File: config.mk
export PLATFORM = sky130hd
export DESIGN_NAME = midi_top
export DESIGN_NICKNAME = d
export VERILOG_FILES = /design/src/rtl/midi_pkg.sv /design/src/rtl/midi_fifo.sv /design/src/rtl/midi_top.sv
export SDC_FILE = /design/constraint.sdc
export NUM_CORES = 1
export LEC_CHECK = 0
export ABC_CLOCK_PERIOD_IN_PS = 3200
export BUFFER_PORTS_ARGS = -buffer_cell sky130_fd_sc_hd__buf_2
export CELL_PAD_IN_SITES_DETAIL_PLACEMENT = 1
export CELL_PAD_IN_SITES_GLOBAL_PLACEMENT = 1
export CORE_UTILIZATION = 30
export DETAILED_ROUTE_END_ITERATION = 10
export GPL_TIMING_DRIVEN = 0
export HOLD_SLACK_MARGIN = 0.12
export PLACE_DENSITY = 0.5
export SYNTH_ARGS = -nofsm -noshare
export SYNTH_HDL_FRONTEND = slang
export SYNTH_HIERARCHICAL = 1
export SYNTH_SLANG_ARGS = --single-unit
File: constraint.sdc
create_clock -name clk -period 3.2 [get_ports clk]
set_input_delay 0.64 -clock clk [delete_from_list [all_inputs] [get_ports clk]]
set_output_delay 0.64 -clock clk [all_outputs]
set_load 0.01 [all_outputs]
File: src/rtl/midi_pkg.sv
`default_nettype none
// ----------------------------------------------------------------------------
// midi_pkg: shared receiver state encoding, default rates and bit timing
// Revision: 1.0
// ----------------------------------------------------------------------------
package midi_pkg;

  localparam int DEF_CLK_FREQ   = 50_000_000;
  localparam int DEF_BAUD       = 31_250;
  localparam int DEF_FIFO_DEPTH = 16;

  localparam int CLKS_PER_BIT = DEF_CLK_FREQ / DEF_BAUD;
  localparam int HALF_BIT     = CLKS_PER_BIT / 2;

  typedef enum logic [1:0] {
    IDLE  = 2'd0,
    START = 2'd1,
    DATA  = 2'd2,
    STOP  = 2'd3
  } rx_state_t;

  function automatic int clks_per_bit(input int clk_freq, input int baud);
    return clk_freq / baud;
  endfunction

endpackage
`default_nettype wire

File: src/rtl/midi_fifo.sv
`default_nettype none
// ----------------------------------------------------------------------------
// midi_fifo: first-word-fall-through FIFO, head byte visible combinationally
// Revision: 1.0
// ----------------------------------------------------------------------------
module midi_fifo
  import midi_pkg::*;
#(
  parameter int WIDTH = 8,
  parameter int DEPTH = DEF_FIFO_DEPTH
) (
  input  logic             clk,
  input  logic             reset,
  input  logic             wr_en,
  input  logic [WIDTH-1:0] din,
  input  logic             rd_en,
  output logic [WIDTH-1:0] dout,
  output logic             empty,
  output logic             full
);

  localparam int AW = $clog2(DEPTH);

  logic [WIDTH-1:0] mem [DEPTH];
  logic [AW-1:0]    wr_ptr;
  logic [AW-1:0]    rd_ptr;
  logic [AW:0]      count;
  logic             do_wr;
  logic             do_rd;

  assign empty = (count == '0);
  assign full  = (count == (AW+1)'(DEPTH));

  // A full FIFO still takes a write when the head leaves in the same cycle.
  assign do_rd = rd_en & ~empty;
  assign do_wr = wr_en & (~full | do_rd);

  assign dout = mem[rd_ptr];

  always_ff @(posedge clk) begin
    if (do_wr) mem[wr_ptr] <= din;
  end

  always_ff @(posedge clk or negedge reset) begin
    if (!reset) begin
      wr_ptr <= '0;
      rd_ptr <= '0;
      count  <= '0;
    end else begin
      if (do_wr) wr_ptr <= wr_ptr + 1'b1;
      if (do_rd) rd_ptr <= rd_ptr + 1'b1;
      count <= count + {{AW{1'b0}}, do_wr} - {{AW{1'b0}}, do_rd};
    end
  end

endmodule
`default_nettype wire

File: src/rtl/midi_top.sv
`default_nettype none
// ----------------------------------------------------------------------------
// midi_top: MIDI 8N1 serial receiver feeding a byte FIFO
// Revision: 1.0
// ----------------------------------------------------------------------------
module midi_top
  import midi_pkg::*;
#(
  parameter int CLK_FREQ   = DEF_CLK_FREQ,
  parameter int BAUD       = DEF_BAUD,
  parameter int FIFO_DEPTH = DEF_FIFO_DEPTH
) (
  input  logic       clk,
  input  logic       reset,
  input  logic       din,
  output logic [7:0] dout,
  input  logic       rd_en,
  output logic       empty
);

  localparam int BIT_CLKS  = clks_per_bit(CLK_FREQ, BAUD);
  localparam int HALF_CLKS = BIT_CLKS / 2;
  localparam int CNT_W     = $clog2(BIT_CLKS + 1);
  localparam logic [CNT_W-1:0] BIT_LAST  = CNT_W'(BIT_CLKS - 1);
  localparam logic [CNT_W-1:0] HALF_LAST = CNT_W'(HALF_CLKS - 1);

  logic sync_q1;
  logic sync_q2;
  logic din_prev;
  logic din_fall;

  // din_prev lets the receiver arm only on a true falling edge, so a low
  // stop bit cannot be mistaken for the next start bit.
  always_ff @(posedge clk or negedge reset) begin
    if (!reset) begin
      sync_q1  <= 1'b1;
      sync_q2  <= 1'b1;
      din_prev <= 1'b1;
    end else begin
      sync_q1  <= din;
      sync_q2  <= sync_q1;
      din_prev <= sync_q2;
    end
  end

  assign din_fall = din_prev & ~sync_q2;

  rx_state_t        state;
  rx_state_t        state_nxt;
  logic [CNT_W-1:0] cnt;
  logic [CNT_W-1:0] cnt_nxt;
  logic [2:0]       bit_idx;
  logic [2:0]       bit_idx_nxt;
  logic [7:0]       shift;
  logic [7:0]       shift_nxt;
  logic             frame_ok;
  logic             fifo_wr;
  logic             full;

  always_ff @(posedge clk or negedge reset) begin
    if (!reset) begin
      state   <= IDLE;
      cnt     <= '0;
      bit_idx <= '0;
      shift   <= '0;
    end else begin
      state   <= state_nxt;
      cnt     <= cnt_nxt;
      bit_idx <= bit_idx_nxt;
      shift   <= shift_nxt;
    end
  end

  always_comb begin
    state_nxt   = state;
    cnt_nxt     = cnt + 1'b1;
    bit_idx_nxt = bit_idx;
    shift_nxt   = shift;
    frame_ok    = 1'b0;
    case (state)
      IDLE: begin
        cnt_nxt = '0;
        if (din_fall) begin
          bit_idx_nxt = '0;
          state_nxt   = START;
        end
      end
      START: begin
        if (cnt == HALF_LAST) begin
          cnt_nxt   = '0;
          state_nxt = sync_q2 ? IDLE : DATA;
        end
      end
      DATA: begin
        if (cnt == BIT_LAST) begin
          cnt_nxt            = '0;
          shift_nxt[bit_idx] = sync_q2;
          bit_idx_nxt        = bit_idx + 1'b1;
          if (bit_idx == 3'd7) state_nxt = STOP;
        end
      end
      STOP: begin
        if (cnt == BIT_LAST) begin
          cnt_nxt   = '0;
          frame_ok  = sync_q2;
          state_nxt = IDLE;
        end
      end
      default: state_nxt = IDLE;
    endcase
  end

  assign fifo_wr = frame_ok & (~full | (rd_en & ~empty));

  midi_fifo #(
    .WIDTH (8),
    .DEPTH (FIFO_DEPTH)
  ) u_fifo (
    .clk   (clk),
    .reset (reset),
    .wr_en (fifo_wr),
    .din   (shift),
    .rd_en (rd_en),
    .dout  (dout),
    .empty (empty),
    .full  (full)
  );

endmodule
`default_nettype wire

# Yosys cells after proc, flatten, opt, wreduce, memory -nomap -nowiden
# Memory sizes are Yosys's and may differ from the RTL's.
# Index checks and enable logic that the tools add are counted.
dict set report totals {
  regBits 40
  ram_bits 128
  inputBits 4
  out_inout_bits 9
  wordCells 67
  n_memories 1
}
dict set report classes {
  n_addsub 6
  magnitude_cmp 2
  n_eq_ne 12
  muxes 20
  bitwise 8
  n_reduce_logical 8
}
# name words width rd rd_ports_with_merged_regs wr line_no
set mem_list {}
lappend mem_list {u_fifo.mem 16 8 1 0 1 midi_fifo.sv:24} ;# logic [WIDTH-1:0] mem [DEPTH];
# op count
set ops {}
lappend ops {{one-hot mux 11 bit (3 select lines)} 1}
lappend ops {{two-way mux 11 bit} 2}
lappend ops {{two-way mux 2 bit} 6}
lappend ops {{adder 11 x 1 -> 11 bit (second input constant)} 1}
lappend ops {{equality test 11 x 10 -> 1 bit (second input constant)} 1}
lappend ops {{equality test 11 bit (second input constant)} 1}
lappend ops {{inequality test 2 bit (second input constant)} 5}
lappend ops {{adder 4 x 1 -> 4 bit (second input constant)} 2}
lappend ops {{bitwise mux 8 bit} 1}
lappend ops {{one-hot mux 2 bit (4 select lines)} 1}
lappend ops {{two-way mux 3 bit} 2}
lappend ops {{one-hot mux 3 bit (2 select lines)} 1}
lappend ops {{adder 5 x 1 -> 5 bit} 1}
lappend ops {{equality test 5 bit (second input constant)} 1}
lappend ops {{logical NOT 5 bit} 1}
lappend ops {{two-way mux 1 bit} 5}
lappend ops {{AND reduction 5 bit} 1}
lappend ops {{subtractor 5 x 1 -> 5 bit} 1}
lappend ops {{AND 1 bit} 4}
lappend ops {{equality test 2 bit (second input constant)} 2}
lappend ops {{< comparator 3 x 4 -> 1 bit (second input constant)} 1}
lappend ops {{adder 3 x 1 -> 3 bit (second input constant)} 1}
lappend ops {{demux 1 bit (select 3 bit)} 1}
lappend ops {{equality test 3 bit (second input constant)} 1}
lappend ops {{other kinds (10)} 12}

# Logic depth before layout (Yosys ltp)
# Gate-level depths: netlist of run 1.
dict set report depth {
  ltp_word 8
  ltp_mapped 17
  ltp_nobuf 16
}

# Hierarchy
# Netlist of run 1, hierarchy kept.
# mod n_inst cells_per_inst area_per_inst_um2
set modules_own_cells {}
lappend modules_own_cells {midi_fifo 1 319 5821.8}
lappend modules_own_cells {midi_top 1 132 1353.8}

# Least setup slack after synthesis of run 1
# OpenSTA, ideal clock, no wires.
dict set report synth_timing {
  kind {register to register}
  start {reg cnt[0]}
  end {reg u_fifo.count[4]}
  setup_ps 123
  arrival_time_ps 3133
  setup_slack_ps -56
  stages_incl_launch_ff 18
  path_buffers 2
  path_cell_list {dfrtp_1 ha_1 clkbuf_1 nand3b_1 nor3_1 and3_1 and3_1 o21a_1 buf_2 inv_1 ha_1 inv_1 ha_1 fa_1 a21oi_1 nor2_1 nor2_1 xnor2_1}
}
dict set report synth_via {
  elab_chain_cells 7
}
# item line_no
set synth_lines {}
lappend synth_lines {{start: declaration} midi_top.sv:50} ;# logic [CNT_W-1:0] cnt;
lappend synth_lines {{start signal: assignment} midi_top.sv:68} ;# cnt <= cnt_nxt;
lappend synth_lines {{equality test 11 bit} midi_top.sv:103} ;# if (cnt == BIT_LAST) begin
lappend synth_lines {{two-way mux 1 bit} midi_top.sv:103}
lappend synth_lines {{two-way mux 1 bit} midi_top.sv:80} ;# case (state)
lappend synth_lines {{AND 1 bit} midi_top.sv:113} ;# assign fifo_wr = frame_ok & (~full | (rd_en & ~empty));
lappend synth_lines {{via fifo_wr} midi_top.sv:57} ;# logic fifo_wr;
lappend synth_lines {{AND 1 bit} midi_fifo.sv:36} ;# assign do_wr = wr_en & (~full | do_rd);
lappend synth_lines {{adder 5 x 1 -> 5 bit} midi_fifo.sv:52} ;# count <= count + {{AW{1'b0}}, do_wr} - {{AW{1'b0}}, do_rd};
lappend synth_lines {{subtractor 5 x 1 -> 5 bit} midi_fifo.sv:52}
lappend synth_lines {{end signal: assignment} midi_fifo.sv:52}
lappend synth_lines {{end: declaration} midi_fifo.sv:27} ;# logic [AW:0] count;
# The timed path passes the listed nets, and every way through them passes these cells.
# A chain may end at the register's enable or synchronous reset.

# Worst setup path after layout of run 1
dict set report layout_timing {
  start {reg cnt[6]}
  end {mem u_fifo.mem[7][4], enable pin}
}
dict set report layout_via {
  elab_chain_cells 7
}
# item line_no
set layout_lines {}
lappend layout_lines {{equality test 11 bit} midi_top.sv:103}
lappend layout_lines {{two-way mux 1 bit} midi_top.sv:103}
lappend layout_lines {{two-way mux 1 bit} midi_top.sv:80}
lappend layout_lines {{AND 1 bit} midi_top.sv:113}
lappend layout_lines {{via fifo_wr} midi_top.sv:57}
lappend layout_lines {{AND 1 bit} midi_fifo.sv:36}
lappend layout_lines {{two-way mux 1 bit} midi_fifo.sv:41} ;# if (do_wr) mem[wr_ptr] <= din;
lappend layout_lines {{two-way mux 1 bit (implied by the code)} midi_fifo.sv:41}
lappend layout_lines {{end: declaration} midi_fifo.sv:24}
# The timed path passes the listed nets, and every way through them passes these cells.

==> results of run 1 <==
-- critical path: stages (launching register included) --
cell and delay, ns:
dfrtp_1 0.42, or3b_4 0.44, nor3_4 0.21, and3_4 0.22
and3_1 0.15, o21a_1 0.13, buf_6 0.10, buf_12 0.10
nand2_1 0.16, nor2_1 0.76
-- cells by family (layout without fill, tap and decap cells) --
group,count (synthesis),after routing,synth area share
AND/OR/NAND/NOR,103,103,0.0762
flip-flops,168,168,0.676
adder cells (fa/ha/maj),15,15,0.0272
XOR/XNOR,19,19,0.0232
buffers and inverters,40,93,0.0335
AO/OA/AOI/OAI,52,52,0.0600
multiplexers,54,54,0.104
-- sequential cells by signal, indices dropped and copies added, names as in the netlist, 3 cells and up, named ones only --
signal	flops
shift	8
u_fifo/mem	128
bit_idx	3
u_fifo/count	5
u_fifo/wr_ptr	4
u_fifo/rd_ptr	4
cnt	11
-- power by group through the flow --
| stage | clock network, mW | logic, mW | registers [mW] |
|---|---|---|---|
| after floorplan | 0 | 1.12 | 2.53 |
| after global placement | 0 | 1.52 | 2.55 |
| after detailed placement | 0 | 1.54 | 2.56 |
| after CTS | 2.08 | 1.57 | 2.52 |
| after global routing | 2.16 | 1.71 | 2.52 |
| final | 2.02 | 1.55 | 2.51 |
-- metrics by stage --
step | hold slack [ns] | std cells | TNS [ns] | power, mW | util
2_1_floorplan | 0.344 | 451 | 0 | 3.65 | -
3_3_place_gp | 0.349 | 782 | -55.98 | 4.08 | 0.325
3_5_place_dp | 0.349 | 782 | -56.36 | 4.10 | 0.325
4_1_cts | 0.294 | 814 | 0 | 6.16 | 0.352
5_1_grt | 0.290 | 823 | -0.0451 | 6.40 | 0.357
6_report | 0.311 | 823 | 0 | 6.08 | 0.357
-- synthesized netlist by cell type, types with 5 or more instances --
cell type  instances  area, sq um
clkbuf_1           8         30.0
nor2_1            29          109
mux2i_1           32          320
nand4_1            8         50.1
buf_2              5         25.0
nand2_1           20         75.1
a221oi_1           7         61.3
buf_6              8         90.1
a22oi_1            8         60.1
ha_1              14          175
nor2b_1            6         37.5
inv_1             13         48.8
nor3_1             7         35.0
xnor2_1            9         78.8
o21ai_0           14         70.1
xor2_1            10         87.6
nand3_1           14         70.1
dfrtp_1           37          926
a221oi_2           9          135
edfxtp_1         128         3840
mux4_2            16          360
-- metal layers --
metal,vias up,track usage
li1,1808,-
met1,2022,0.184
met2,28,0.239
met3,12,0.0252
met4,0,0.0415
met5,-,0
-- worst max-delay path by stage --
stage	from	end	slack, ns	cells past startpoint
4_1_cts	cnt[7]$_DFF_PN0_	u_fifo/count[4]$_DFF_PN0_	0.04	15
3_3_place_gp	cnt[0]$_DFF_PN0_	u_fifo/mem[0][7]$_DFFE_PP_	-0.77	10
2_1_floorplan	cnt[0]$_DFF_PN0_	u_fifo/count[4]$_DFF_PN0_	0.07	17
3_5_place_dp	cnt[0]$_DFF_PN0_	u_fifo/mem[3][7]$_DFFE_PP_	-0.78	10
5_1_grt	cnt[6]$_DFF_PN0_	u_fifo/count[4]$_DFF_PN0_	-0.04	15
6_report	cnt[6]$_DFF_PN0_	u_fifo/mem[7][4]$_DFFE_PP_	0.12	9
-- layout make-up --
type                    instances  area (sq um)  share of cell area
well taps                     319           399              0.0477
clock inverters                13           144              0.0172
flip-flops and latches        168          4850               0.579
plain buffers                  25           190              0.0227
clock buffers                  18           429              0.0513
repair buffers                 24           163              0.0194
multi-input cells             243          2150               0.256
inverters                      13          48.8             0.00583
-- repair_timing --
action / 4_1_cts / 5_1_grt
pin swaps: 1 / 4
buffers inserted: 2 / 10
gates resized for setup: 11 / 5
endpoints found under the setup margin: 132 / 6
==> results.json, run 1 <==
{
  "timing.hold.worst.start": "din",
  "placement.setup.worst_slack_ns": -0.785,
  "num_rows": 56,
  "combinationalPowerShare": 0.256,
  "vias": 3870,
  "ys_warn_count": 6,
  "yosys_most_used_dff": "edfxtp_1",
  "initial_core_util": 0.306,
  "power.internal_mw": 4.27,
  "total_core_area_sq_um": 23500,
  "detailedPlacementHpwl_um": 10600,
  "nFillCells": 2395,
  "run_status": "complete, no violations",
  "synth_cells": 451,
  "rr_worst_depth": 9,
  "design_area_sq_um": 8370,
  "setup_viol_count_final": 0,
  "grt_first_pass_wirelength_um": 25000,
  "fmax_mhz": 325,
  "design.die.area_sq_um": 24500,
  "synthesis.area_sq_um": 7180,
  "mostFrequentLayoutCell": "edfxtp_1",
  "worstHoldEndpoint": "sync_q1$_DFF_PN1_",
  "htree_num_levels": 4,
  "diodes": 0,
  "cts_tree": "done",
  "synth.avg_cell_area_sq_um": 15.9,
  "start_kind": "flip-flop",
  "dpl-instance-area_sq_um": 7640,
  "fp.dieW_um": 157,
  "vias_per_cell": 4.70,
  "clock_sink_count": 168,
  "mostFrequentLayoutCells": "edfxtp_1 (128), dfrtp_1 (35), mux2i_1 (32), nor2_1 (28), nand2_1 (20)",
  "worst-setup-path-type": "flip-flop to flip-flop",
  "die_h_um": 157,
  "share_of_flip_flops_with_an_asynchronous_set_or_reset": 0.238,
  "timing.critical_path.required_ns": 3.24,
  "postSynthRegisterBits": 168,
  "timing.rr.start": "cnt[6]$_DFF_PN0_",
  "met2RoutedLength_um": 7900,
  "globalRouteTotalUtil": 0.141,
  "netSwitchingFraction": 0.299,
  "postLayoutSetupSlackWorst_ns": 0.123,
  "grt-ovfl-total": 0,
  "clock-skew-final_ns": 0.0122,
  "routed-wl-met3_um": 295,
  "fraction_of_layout_cells_with_a_size_suffix_above_1": 0.232,
  "portBuffers": 12,
  "drt_first_iter_violations": 207,
  "wl_met1_um": 7650,
  "slew_headroom": 0.355,
  "finalCritPeriodShare": 0.962,
  "syn_nets": 470,
  "maxCapViolCount": 0,
  "final_max_tran_viols": 0,
  "critPathCaptureType": "flip-flop",
  "p_sw_mw": 1.82,
  "ys_types": 49,
  "min_path_type": "input pin to flip-flop",
  "clkSlewWorstSetupHoldPaths_ns": 0.07,
  "insertion_delay_ns": 0.42,
  "pwr_density_cell_nw_per_um2": 727,
  "timing.final.hold_violations": 0,
  "synth_enable_flop_cells": 128,
  "hold_buffers": 0,
  "boundaryPins": 13,
  "critical_path_peak_fanout": 8,
  "drt_drc_violations_left": 0,
  "holdPathStages": 1,
  "critical_path_arrival_ns": 3.12,
  "route.final.wire_length_um": 16000,
  "regToRegEndpoint": "u_fifo/mem[7][4]$_DFFE_PP_",
  "synth-seq-area-share": 0.676,
  "part_of_the_total_power_dissipated_in_the_clock_network": 0.332,
  "grt_max_degree": 41,
  "gp_congestion": 0.715,
  "cts-root-buf": "clkbuf_16",
  "final_nets": 511,
  "area_delta_synth_final_pct": 16.7,
  "clk_path_buf_depth": 2,
  "worst_slew_pin_slew_ns": 0.968,
  "initial_antenna_violation_count": 0,
  "leakage_nw": 3.36,
  "routedWlPerCell_um": 19.5,
  "period_needed_ns": 3.08,
  "vias_in_the_first_global_route": 4194,
  "dr.pass1.iters": 4,
  "rsz0062_at_grt": "yes",
  "rrSetupSlack_ns": 0.12,
  "cts_buffers": 17,
  "ir_worst_vdd_uv": 350,
  "highest-signal-layer": "met4",
  "power.sequential.fraction": 0.413,
  "postRouteAntennaNets": 0
}
Power figures use the tool's default switching activity.
==> inputs of run 2 (changes only) <==
- CORE_MARGIN: unset -> 1.5
==> run 2 against run 1 <==
  * Worst setup slack worse by 0.072 ns
  * Clock power decreased by 2%
  * Routed wire length is 1.6% higher
==> results.json, run 2 (same netlist as run 1, synthesis figures left out) <==
{
  "grt-ovfl-total": 0,
  "mostFrequentLayoutCell": "edfxtp_1",
  "fmax_mhz": 318,
  "drt_drc_violations_left": 0,
  "mostFrequentLayoutCells": "edfxtp_1 (128), dfrtp_1 (35), mux2i_1 (32), nor2_1 (29), nand2_1 (20)",
  "finalCritPeriodShare": 0.984,
  "run_status": "complete, no violations",
  "worst_slew_pin_slew_ns": 0.970,
  "rsz0062_at_grt": "yes",
  "clk_path_buf_depth": 2,
  "cts_buffers": 17,
  "vias_per_cell": 4.75,
  "largest_register": "u_fifo/mem",
  "maxCapViolCount": 0,
  "globalRouteTotalUtil": 0.140,
  "cts_tree": "done",
  "clock_sink_count": 168,
  "final_nets": 512,
  "portBuffers": 12,
  "clock-skew-final_ns": 0.0120,
  "num_rows": 56,
  "post-layout-total-power_mw": 6.08,
  "fraction_of_layout_cells_with_a_size_suffix_above_1": 0.242,
  "total_core_area_sq_um": 23500,
  "critical_path_arrival_ns": 3.20,
  "detailedPlacementHpwl_um": 10600,
  "postRouteAntennaNets": 0,
  "worst-setup-path-type": "flip-flop to flip-flop",
  "critPathCaptureType": "flip-flop",
  "min_path_type": "input pin to flip-flop",
  "rrSetupSlack_ns": 0.05,
  "die_h_um": 158,
  "route.final.wire_length_um": 16300,
  "htree_num_levels": 4,
  "cts-root-buf": "clkbuf_16",
  "gp_congestion": 0.738,
  "fp.dieW_um": 158,
  "multi_input_comb_area_sq_um": 2170,
  "nFillCells": 2397,
  "clkSlewWorstSetupHoldPaths_ns": 0.07,
  "timing.critical_path.required_ns": 3.25,
  "initial_core_util": 0.306,
  "postLayoutSetupSlackWorst_ns": 0.0505,
  "area_delta_synth_final_pct": 16.8,
  "slew_headroom": 0.351,
  "period_needed_ns": 3.15,
  "grt_first_pass_wirelength_um": 24800,
  "start_kind": "flip-flop",
  "biggestRegsByFlops": "u_fifo/mem: 128 flops, cnt: 11 flops, shift: 8 flops",
  "initial_antenna_violation_count": 0,
  "ir_worst_vdd_uv": 356,
  "placement.setup.worst_slack_ns": -0.729,
  "setup_viol_count_final": 0,
  "routedWlPerCell_um": 19.7,
  "design.die.area_sq_um": 24900,
  "leakage_nw": 3.36,
  "pwr_density_cell_nw_per_um2": 725,
  "boundaryPins": 13,
  "largest_register_ffs": 128,
  "vias_in_the_first_global_route": 4073,
  "final_max_tran_viols": 0,
  "dr.pass1.iters": 4,
  "vias": 3918,
  "drt_first_iter_violations": 168,
  "critical_path_peak_fanout": 8,
  "seqCellArea_sq_um": 4850,
  "timing.final.hold_violations": 0,
  "setup_tns_ns": 0,
  "grt_max_degree": 41,
  "insertion_delay_ns": 0.43
}
[run 2: worst paths after layout]
kind	start	end	cells past startpoint
min in group asynchronous	reset	bit_idx[2]$_DFFE_PN0P_	1
hold reg to reg	sync_q1$_DFF_PN1_	sync_q2$_DFF_PN1_	0
hold / removal	din	sync_q1$_DFF_PN1_	1
setup reg to reg	cnt[6]$_DFF_PN0_	u_fifo/mem[7][2]$_DFFE_PP_	9
setup / recovery	cnt[6]$_DFF_PN0_	u_fifo/mem[7][2]$_DFFE_PP_	9
max in group asynchronous	reset	cnt[0]$_DFF_PN0_	1
[run 2: area by class of cell]
| cell class | count | share of cell area |
|---|---|---|
| repair buffers | 25 | 0.0188 |
| plain buffers | 25 | 0.0227 |
| diodes | 1 | 0.000298 |
| multi-input cells | 243 | 0.259 |
| clock inverters | 14 | 0.0164 |
| well taps | 319 | 0.0476 |
| flip-flops and latches | 168 | 0.579 |
| clock buffers | 17 | 0.0507 |
| inverters | 13 | 0.00582 |
[run 2: metrics by stage]
stage	hold WS, ns	cells	util	area, sq um
floorplan	0.344	451	-	7180
global placement	0.353	782	0.325	7640
detailed placement	0.348	782	0.325	7640
CTS	0.281	815	0.352	8270
global route	0.282	824	0.357	8380
finish	0.308	825	0.357	8380
[run 2: per-layer routing]
metal	GRT usage	up-vias	wire, um
li1	-	1811	-
met1	0.188	2065	7830
met2	0.227	32	7940
met3	0.0307	10	335
met4	0.0391	0	163
met5	0	-	0
[run 2: timing repair]
action                                  4_1_cts  5_1_grt
hold buffers                                  0        0
gates resized for setup                      10       10
buffers inserted                              3       10
endpoints found under the setup margin      132        3
pin swaps                                     1        8
[run 2: critical path, cell delays in order (launching register included)]
cell,delay (ns)
dfrtp_1,0.41
or3b_4,0.44
nor3_4,0.20
and3_4,0.21
and3_4,0.17
o21a_1,0.12
buf_6,0.12
buf_4,0.11
nand2_1,0.21
nor2_1,0.77
[run 2: power by group]
part / switching (mW) / internal, mW
clock: 0.891 / 1.09
sequential: 0.0908 / 2.42
combinational: 0.880 / 0.703
==> inputs of run 3 (changes only) <==
- ABC_AREA: unset -> 1
- PLACE_DENSITY: 0.5 -> 0.53
==> run 3 against run 2 <==
  * First-iteration DRC count increased by 40%
  * Power grew 11%
  * Global-route usage up 2.0 points
==> results.json, run 3 <==
{
  "insertion_delay_ns": 0.43,
  "postLayoutSetupSlackWorst_ns": 0.176,
  "critical_path_arrival_ns": 3.33,
  "dr.pass1.iters": 4,
  "total_core_area_sq_um": 25100,
  "grt_first_pass_wirelength_um": 31100,
  "clk_path_buf_depth": 2,
  "min_path_type": "input pin to flip-flop",
  "die_h_um": 163,
  "drt_first_iter_violations": 235,
  "cts-root-buf": "clkbuf_16",
  "power.sequential.fraction": 0.372,
  "synthesis.area_sq_um": 7650,
  "portBuffers": 12,
  "yosys_most_used_dff": "edfxtp_1",
  "cts_tree": "done",
  "period_needed_ns": 3.02,
  "yosysMostFrequentCell": "nand2_1",
  "largest_register_ffs": 128,
  "boundaryPins": 13,
  "rr_worst_depth": 14,
  "clock_sink_count": 168,
  "fmax_mhz": 331,
  "synth_top_family_by_area": "simple AND/OR/NAND/NOR gates",
  "power.internal_mw": 4.23,
  "mostFrequentLayoutCell": "nand2_1",
  "num_rows": 58,
  "initial_core_util": 0.305,
  "final_max_tran_viols": 0,
  "critPathCaptureType": "flip-flop",
  "vias": 5188,
  "diodes": 0,
  "fraction_of_layout_cells_with_a_size_suffix_above_1": 0.108,
  "drt_drc_violations_left": 0,
  "dp.cells": 1127,
  "postSynthRegisterBits": 168,
  "hold_buffers": 0,
  "share_of_flip_flops_with_an_asynchronous_set_or_reset": 0.238,
  "post_synth_xor_area_fraction": 0.0160,
  "finalCritPeriodShare": 0.945,
  "timing.critical_path.to": "u_fifo/count[4]$_DFF_PN0_",
  "clkSlewWorstSetupHoldPaths_ns": 0.07,
  "globalRouteTotalUtil": 0.160,
  "worst_slew_pin_slew_ns": 0.992,
  "combinationalPowerShare": 0.340,
  "pwr_density_cell_nw_per_um2": 777,
  "netSwitchingFraction": 0.375,
  "slew_headroom": 0.338,
  "whs_ns": 0.307,
  "rrSetupSlack_ns": 0.18,
  "timing.final.hold_violations": 0,
  "maxCapViolCount": 0,
  "post-synth-top-area-fraction": 0.503,
  "routedWlPerCell_um": 17.0,
  "cts_buffers": 17,
  "run_status": "complete, no violations",
  "synthSimpleGateAreaFrac": 0.241,
  "detailedPlacementHpwl_um": 13700,
  "placement.setup.worst_slack_ns": -0.248,
  "initial_antenna_violation_count": 0,
  "biggestRegsByFlops": "u_fifo/mem: 128 flops, cnt: 11 flops, shift: 8 flops",
  "synth_adder_area_share": 0.0255,
  "setup_viol_count_final": 0,
  "worst-setup-path-type": "flip-flop to flip-flop",
  "mostFrequentLayoutCells": "nand2_1 (268), edfxtp_1 (128), inv_1 (88), nor2_1 (87), nand3_1 (68)",
  "timing.rr.start": "cnt[0]$_DFF_PN0_",
  "ys_types": 29,
  "gp_congestion": 0.749,
  "synth_cells": 785,
  "leakage_nw": 3.74,
  "netlist_top_cells_area": "edfxtp_1 (50%), nand2_1 (13%), dfrtp_1 (12%)",
  "regToRegEndpoint": "u_fifo/count[4]$_DFF_PN0_",
  "design.die.area_sq_um": 26500,
  "final_nets": 838,
  "synth_compound_gate_area_share": 0.0169,
  "grt_max_degree": 41,
  "area_delta_synth_final_pct": 14.1,
  "ys_warn_count": 6,
  "yosys-mux-area-fraction": 0,
  "stdcell_count": 1162,
  "start_kind": "flip-flop",
  "syn_nets": 804,
  "part_of_the_total_power_dissipated_in_the_clock_network": 0.288,
  "largest_register": "u_fifo/mem",
  "critical_path_peak_fanout": 10,
  "htree_num_levels": 4,
  "synth_enable_flop_cells": 128,
  "clock-skew-final_ns": 0.0112,
  "timing.critical_path.required_ns": 3.51,
  "route.final.wire_length_um": 19800,
  "postRouteAntennaNets": 0,
  "yosys.area.top_type": "edfxtp_1",
  "p_sw_mw": 2.54,
  "vias_in_the_first_global_route": 5526,
  "synth.avg_cell_area_sq_um": 9.74,
  "grt-ovfl-total": 0,
  "vias_per_cell": 4.46,
  "fp.dieW_um": 163,
  "synth-seq-area-share": 0.634,
  "ir_worst_vdd_uv": 342,
  "synth_top_cells_by_count": "nand2_1 (268), edfxtp_1 (128), inv_1 (88), nor2_1 (88), nand3_1 (68)",
  "cp-startpoint": "cnt[0]$_DFF_PN0_"
}
-- run 3: logic make-up after synthesis --
group / after synthesis
AO/OA/AOI/OAI: 24
XOR/XNOR: 14
adder cells (fa/ha/maj): 15
buffers and inverters: 121
flip-flops: 168
AND/OR/NAND/NOR: 443
-- run 3: layout make-up --
cell class                 count  area, sq um
clock buffer                  18          429
buffer                        24          146
timing repair buffer          15         82.6
clock inverter                14          125
tap                          330          413
inverter                      97          364
sequential                   168         4850
fill                        2940        16400
multi-input combinational    496         2320
-- run 3: power by group through the flow --
stage | clock [mW] | sequential (mW) | combinational (mW)
finish | 1.95 | 2.52 | 2.30
floorplan | 0 | 2.54 | 1.56
detailed placement | 0 | 2.56 | 2.33
global placement | 0 | 2.55 | 2.27
CTS | 2.01 | 2.52 | 2.34
global route | 2.09 | 2.54 | 2.60
-- run 3: worst min-delay path by stage --
stage	start	to	depth (start not counted)
after floorplan	reset	asynchronous set/reset pin	0
after global placement	sync_q1$_DFF_PN1_	sync_q2$_DFF_PN1_	0
after detailed placement	sync_q1$_DFF_PN1_	sync_q2$_DFF_PN1_	0
after CTS	din	sync_q1$_DFF_PN1_	1
after global routing	din	sync_q1$_DFF_PN1_	1
final	din	sync_q1$_DFF_PN1_	1
-- run 3: per-layer routing --
layer	global-route usage	wire [um]	up-vias
li1	-	-	2583
met5	0	0	-
met2	0.276	9790	39
met1	0.206	9530	2554
met4	0.0438	134	0
met3	0.0285	350	12
-- run 3: what timing repair did --
item                                   4_1_cts  5_1_grt
pin swaps                                    0        1
buffers inserted                             0        3
gates resized for setup                      2        4
gates cloned                                 0        0
endpoints found under the hold margin        0        0
setup endpoints to repair                   26        1
-- run 3: critical path, stage by stage (launching register included) --
cell and delay [ns]:
dfrtp_1 0.38, ha_2 0.23, nand3_4 0.12, nor2_4 0.13
nand2_1 0.14, a211oi_4 0.31, nand2_1 0.14, buf_4 0.19
ha_1 0.28, inv_1 0.04, ha_1 0.20, fa_1 0.42
nand3_1 0.10, nand2_1 0.07, xor2_1 0.14
-- run 3: through the flow --
step                      setup TNS (ns)   util  power, mW  cell area [sq um]
after global placement            -0.133  0.323       4.83               8120
final                                  0  0.348       6.78               8730
after global routing             -0.0116  0.348       7.22               8730
after floorplan                        0      -       4.10               7650
after detailed placement          -0.512  0.323       4.89               8120
after CTS                              0  0.346       6.87               8690
